--- config.mk ---
export PLATFORM = sky130hd
export DESIGN_NAME = module_arbitro_registro
export DESIGN_NICKNAME = d
export VERILOG_FILES = /design/src/rtl/module_arbitro_registro.sv
export SDC_FILE = /design/constraint.sdc
export NUM_CORES = 1
export LEC_CHECK = 0
export CORE_AREA = 2 2 39 41
export CTS_CLUSTER_DIAMETER = 30
export DETAILED_ROUTE_END_ITERATION = 7
export DIE_AREA = 0 0 41 43
export DONT_BUFFER_PORTS = 1
export MAX_ROUTING_LAYER = met4
export PLACE_DENSITY = 0.54
export SETUP_SLACK_MARGIN = 0.02
export SLEW_MARGIN = 20
export SYNTH_ARGS = -nofsm -noshare
export SYNTH_HDL_FRONTEND = slang
export SYNTH_SLANG_ARGS = --single-unit
--- constraint.sdc ---
create_clock -name clk -period 1.8 [get_ports clk]
set_input_delay 0.36 -clock clk [delete_from_list [all_inputs] [get_ports clk]]
set_output_delay 0.36 -clock clk [all_outputs]
set_load 0.02 [all_outputs]
--- src/rtl/module_arbitro_registro.sv ---
// Two-requester write arbiter in front of a shared external register.
// Each granted write is driven for one cycle (dp_ce), read back through dp_q
// one cycle later, and acknowledged to its requester with a one-cycle pulse.
// A read-back mismatch sets a sticky err flag that only rst clears.
//
// Build option:
//   ROUND_ROBIN_EN  defined   -> simultaneous requests alternate, starting with A
//                   undefined -> fixed priority, A always wins a tie
module module_arbitro_registro #(
  parameter int DW = 4
) (
  input  logic          clk,
  input  logic          rst,
  input  logic          req_a,
  input  logic [DW-1:0] dat_a,
  output logic          ack_a,
  input  logic          req_b,
  input  logic [DW-1:0] dat_b,
  output logic          ack_b,
  output logic [DW-1:0] dp_d,
  output logic          dp_ce,
  input  logic [DW-1:0] dp_q,
  output logic          busy,
  output logic          owner,
  output logic          err
);

  typedef enum logic [1:0] {
    IDLE   = 2'd0,
    LOAD   = 2'd1,
    VERIFY = 2'd2,
    ACK    = 2'd3
  } state_t;

  state_t        state;
  state_t        state_nx;
  logic          grant_b;
  logic          accept;
  logic [DW-1:0] grant_dat;
  logic [DW-1:0] hold;

  // Arbitration: pick the requester that would be granted if IDLE accepts now
  always_comb begin
    grant_b = 1'b0;
    if (req_a && req_b) begin
`ifdef ROUND_ROBIN_EN
      // owner resets to B, so the first tie after reset goes to A
      grant_b = ~owner;
`else
      grant_b = 1'b0;
`endif
    end else begin
      grant_b = req_b;
    end
  end

  // Data of the requester being granted, captured only at the acceptance edge
  always_comb begin
    grant_dat = dat_a;
    if (grant_b) begin
      grant_dat = dat_b;
    end
  end

  // Next-state logic; every transaction walks LOAD -> VERIFY -> ACK -> IDLE
  always_comb begin
    state_nx = state;
    accept   = 1'b0;
    case (state)
      IDLE: begin
        if (req_a || req_b) begin
          state_nx = LOAD;
          accept   = 1'b1;
        end
      end
      LOAD:    state_nx = VERIFY;
      VERIFY:  state_nx = ACK;
      ACK:     state_nx = IDLE;
      default: state_nx = IDLE;
    endcase
  end

  // State register
  always_ff @(posedge clk or posedge rst) begin
    if (rst) begin
      state <= IDLE;
    end else begin
      state <= state_nx;
    end
  end

  // Registered control outputs, derived from the state being entered
  always_ff @(posedge clk or posedge rst) begin
    if (rst) begin
      busy  <= 1'b0;
      dp_ce <= 1'b0;
      ack_a <= 1'b0;
      ack_b <= 1'b0;
      owner <= 1'b1;
      err   <= 1'b0;
    end else begin
      busy  <= (state_nx != IDLE);
      dp_ce <= (state_nx == LOAD);
      // owner is only updated on acceptance, so it is stable through ACK
      ack_a <= (state_nx == ACK) && !owner;
      ack_b <= (state_nx == ACK) && owner;
      if (accept) begin
        owner <= grant_b;
      end
      // dp_q reflects the write committed at the end of LOAD
      if ((state == VERIFY) && (dp_q != hold)) begin
        err <= 1'b1;
      end
    end
  end

  // Hold register and data bus; dp_d keeps the last written value between writes
  always_ff @(posedge clk or posedge rst) begin
    if (rst) begin
      hold <= '0;
      dp_d <= '0;
    end else if (accept) begin
      hold <= grant_dat;
      dp_d <= grant_dat;
    end
  end

endmodule

# ---- Yosys cells after proc, flatten, opt, wreduce, memory -nomap -nowiden
# Index checks and enable logic that the tools add are counted.
dict set report word_totals {
  ramBits 0
  regBits 12
  n_memories 0
  rom_bits 0
  in_bits 16
  output_inout_bits 10
  latch_bits 0
}
dict set report op_classes {
  n_bitwise 0
  n_eq_ne 6
  n_shift 0
  n_reduce_logical 8
  div 0
  n_mul 0
  addsub 0
  n_mux 6
  order_cmp 0
}
# operator n
set op_table {}
lappend op_table {{$pmux W2 S4} 1}
lappend op_table {{$eq A2 B2 Y1 const B} 3}
lappend op_table {{$eq A2 B1 Y1 const B} 2}
lappend op_table {{$logic_and A1 B1 Y1} 4}
lappend op_table {{$mux W4} 1}
lappend op_table {{$ne A4 B4 Y1} 1}
lappend op_table {{$mux W1} 3}
lappend op_table {{$logic_not A2 Y1} 1}
lappend op_table {{$mux W2} 1}
lappend op_table {{$reduce_bool A2 Y1} 1}
lappend op_table {{$logic_not A1 Y1} 1}
lappend op_table {{$logic_or A1 B1 Y1} 1}

# ---- Longest topological paths before layout
dict set report logic_depth {
  word_depth 5
  ltp_mapped 6
}

# ---- Worst setup path after synthesis
# No wires, ideal clock.
dict set report synth_timing {
  path_type {reg-to-reg}
  startpoint {reg state[0]}
  endpoint {reg busy}
  slack_ns 0.492
  arrival_time_ns 1.187
  path_buffers 0
  period_less_slack_ns 1.308
  stages_incl_launch_ff 6
  cell_sequence {dfrtp_1 -> inv_1 -> ha_1 -> or4b_4 -> o21ai_2 -> nand2b_2}
}
dict set report synth_between {
  elab_chain_cells 3
  word_cells_on_any_way 7
  cone_classes {eq/ne: 3; mux: 2; reduce/logical: 2}
}
# element line
set synth_lines {}
lappend synth_lines {{start: declaration} 35} ;# state_t state;
lappend synth_lines {{start signal: assignment} 88} ;# state <= state_nx;
lappend synth_lines {{$eq A2 B2 Y1, or another cell as far along} 69} ;# case (state)
lappend synth_lines {{$pmux W2 S4 (*)} 69}
lappend synth_lines {{$reduce_bool A2 Y1 (*)} 102} ;# busy <= (state_nx != IDLE);
lappend synth_lines {{end signal: assignment} 102}
lappend synth_lines {{end: declaration} 23} ;# output logic busy,
# Every way passes the cells marked *; elsewhere a longest branch is shown, timed or not.
# A chain may end at the register's enable or synchronous reset.

# ---- Final worst setup path
# Same ends and word-level chain as after synthesis.

==> key figures <==
Status
  • Status: finished, final reports clean

Worst setup path
  • Worst Path Max Fanout: 3
  • Slowest-stage cell, CP: or4b_4
  • CP startpoint kind: flip-flop
  • Worst path arrival time: 1590 ps
  • CP peak stage delay: 470 ps
  • CP Data Required Time: 1970 ps
  • Critical-path cell list: inv_1, ha_1, or4b_4, o21ai_2, nand2b_2
  • Kind of critical path: reg2reg
  • Largest delay share family, worst path: simple AND/OR/NAND/NOR gates
  • Crit path buf inv count: 1
  • Critical path capture point type: flip-flop

Global routing
  • Initial antenna violation count: 0
  • Number of global-route vias before repair: 400
  • GRT met3 Usage: 4.19%
  • GRT overflow: 0
  • Met2 usage: between 20% and 30%
  • First-pass GRT wire length: 1660 um
  • Grt peak-use layer: met2
  • Met1 usage: 15.3%
  • Largest net degree at the start of global routing: 13
  • Overall global routing resource usage: 15.0%

Yosys
  • Post-synth top area cell: dfrtp_1
  • Synthesized area per cell: between 10 and 15 um2
  • Cell count after synthesis: 48
  • Asr flop ratio synth: 100%
  • Synth top area share: around half
  • Seq/Total Area, Yosys: 52.9%
  • Synth top area cells: dfrtp_1, a22o_1, ha_1, xnor2_1, dfstp_2
  • Proportion of synthesized area in mux cells: 0%
  • Most numerous cell in the Yosys netlist: dfrtp_1
  • Largest family of logic cells by synthesized area: compound AO/OA/AOI/OAI gates
  • Commonest cells post-synth: dfrtp_1, a22o_1, inv_1, nor2b_1, xnor2_1
  • Synth Warn #: 0
  • Seq cells post-synth: 12
  • Synth Net Count: 67
  • Xor-xnor portion of the synthesized cell area: 6.14%
  • Synth Area in Adders: under 10%
  • Main synth FF type: dfrtp_1
  • Post-synth EDFFs: 0
  • Compound-Gate Fraction of Synth Area: 17.8%
  • Cell area after synthesis: 571 um2
  • Synth unique cells: 19
  • Simple-gate portion of the synthesized area: between 10% and 20%

Job
  • Maxcap violations: 0

Clock network
  • Clock sink total: 12
  • CTS Buf Count: 3
  • CTS tree: built
  • # H-tree levels: 1
  • Worst-skew pair later-pin latency: 270 ps
  • Root Buffer: clkbuf_4
  • CTS max path bufs: 2
  • Post-CTS Setup Inserts: 0
  • CTS clk-pin slew, worst paths: 70 ps

STA
  • Worst Skew: 1.43 ps
  • Setup TNS: 0 ps
  • Minimum clock period: 1420 ps
  • Post-route worst setup slack: 377 ps
  • Final period util: between 70 and 80%
  • Slew HR: 71.2%
  • Fmax: between 700 and 800 MHz
  • Worst-Margin Slew: approximately 430 ps
  • RSZ-0062 raised after global routing: no
  • Final hold vios: 0
  • Slew Limit Fails: 0
  • Setup violations, final: 0

Detailed routing
  • WL per Instance: 15.8 um
  • Post-route antenna net violation count: 0
  • DRC Markers: 0
  • Vias: 380
  • Vias per cell: roughly 5.6
  • Final WL: around 1100 um
  • Initial drt markers: 1
  • First-pass detailed-route iteration total: 2

Layout
  • Sequential cell area: 302 um2
  • Fraction of layout cells with a size suffix above 1: 17.3%
  • FILL cells: 134
  • Antenna diodes: 0
  • Combined area of the multi-input logic cells: approximately 240 um2
  • Nets: 72
  • Layout Cells excl Fill: just under 70
  • Area delta synth->final: 10.1%

Place
  • Placed insts: 63
  • IO Port Bufs: 0
  • Post-place setup slack: 376 ps
  • Gpl congestion: 0.763
  • Detail Placement HPWL: 838 um

Pwr
  • P_leak: 0.279 nW
  • PwrDens: 1890 nW/um2
  • Sw frac: 39.9%
  • Pint: 713 uW
  • Total Power: 1.19 mW
  • Switch Pwr: approximately 470 uW
  • Register share of total power: roughly half
  • Peak VDD IR: 0.746 mV
  • Clk pwr share: between 10% and 20%
  • Part of the power in combinational logic: ~31%

Floorplanning
  • I/O pin total: 26
  • Core Area: roughly 1400 um2
  • DIE HEIGHT: between 40 and 50 um
  • Die area: 1760 um2
  • Die W: 41 um
  • Initial core utilization: 41.2%
  • FP Rows: 14

Hold path
  • HP Class: in2reg
## cells by family (layout without fill, tap and decap cells)
logic type / after synthesis / count (layout)
buf+inv: 6 / 10
compound gates: 14 / 14
fa+ha+maj: 3 / 3
simple gates: 9 / 9
xor+xnor: 4 / 4
flops: 12 / 12
## sequential cells by signal, indices dropped and copies added (netlist names)
name,flops
owner,1
ack_a,1
ack_b,1
state,2
hold,4
dp_ce,1
err,1
busy,1
## through the flow
stage                     hold WS, ps  instance area (um2)  util [%]
after floorplan                   224                  571         -
after global placement            264                  582      42.0
after detailed placement          271                  582      42.0
after CTS                         125                  628      45.4
after global routing              113                  628      45.4
final                             130                  628      45.4
## per-layer routing
layer	routed length, um	part of all wire, %
met1	379	35
met3	72	6.7
met5	0	0
met2	595	55
met4	29	2.7
## cell type report
| cell class | instances | area share [%] |
|---|---|---|
| Sequential cell | 12 | 48.0 |
| Multi-Input combinational cell | 30 | 37.8 |
| Clock buffer | 4 | 5.78 |
| Tap cell | 16 | 3.19 |
| Timing Repair Buffer | 2 | 2.79 |
| Inverter | 4 | 2.39 |
## cells in the final DEF (no fill, tap or decap)
| master | count |
|---|---|
| and2_1 | 1 |
| nor2_1 | 1 |
| clkbuf_8 | 1 |
| inv_1 | 4 |
| xnor2_1 | 4 |
| o21ai_2 | 1 |
| nor2b_1 | 4 |
| a21oi_1 | 2 |
| a21o_1 | 1 |
| ha_1 | 3 |
| dfstp_2 | 1 |
| or4b_4 | 1 |
| nand4_1 | 1 |
| dfrtp_1 | 11 |
| nand2b_2 | 1 |
| a22o_1 | 6 |
| dlygate4sd3_1 | 1 |
| a31oi_1 | 2 |
| buf_4 | 1 |
| clkbuf_4 | 3 |
| o21ai_0 | 2 |
## worst reg2reg max path, cell delays in order (launching register included)
cell	delay, ps
dfrtp_1	380
inv_1	110
ha_1	190
or4b_4	470
o21ai_2	100
nand2b_2	60
## power by group through the flow
stage	clock network, mW	logic [mW]	registers (mW)
floorplan	0	0.310	0.584
global placement	0	0.347	0.606
detailed placement	0	0.377	0.613
CTS	0.219	0.382	0.607
global route	0.236	0.419	0.617
finish	0.213	0.372	0.602
## final timing paths
check	start	end	slack [ps]	cells past startpoint
worst max-delay path	state[0]	busy	380	5
worst min-delay path	req_a	owner	130	1
worst max register to register	state[0]	busy	380	5
worst min register to register	owner	ack_a	570	1
max in group asynchronous	rst	owner	950	2
min in group asynchronous	rst	ack_b	520	2
## what timing repair did
item                      CTS  global route
hold endpoints to repair   11             0
gates resized for setup     0             0
hold buffers                1             0
No activity file was read; power rests on OpenSTA's default activity.
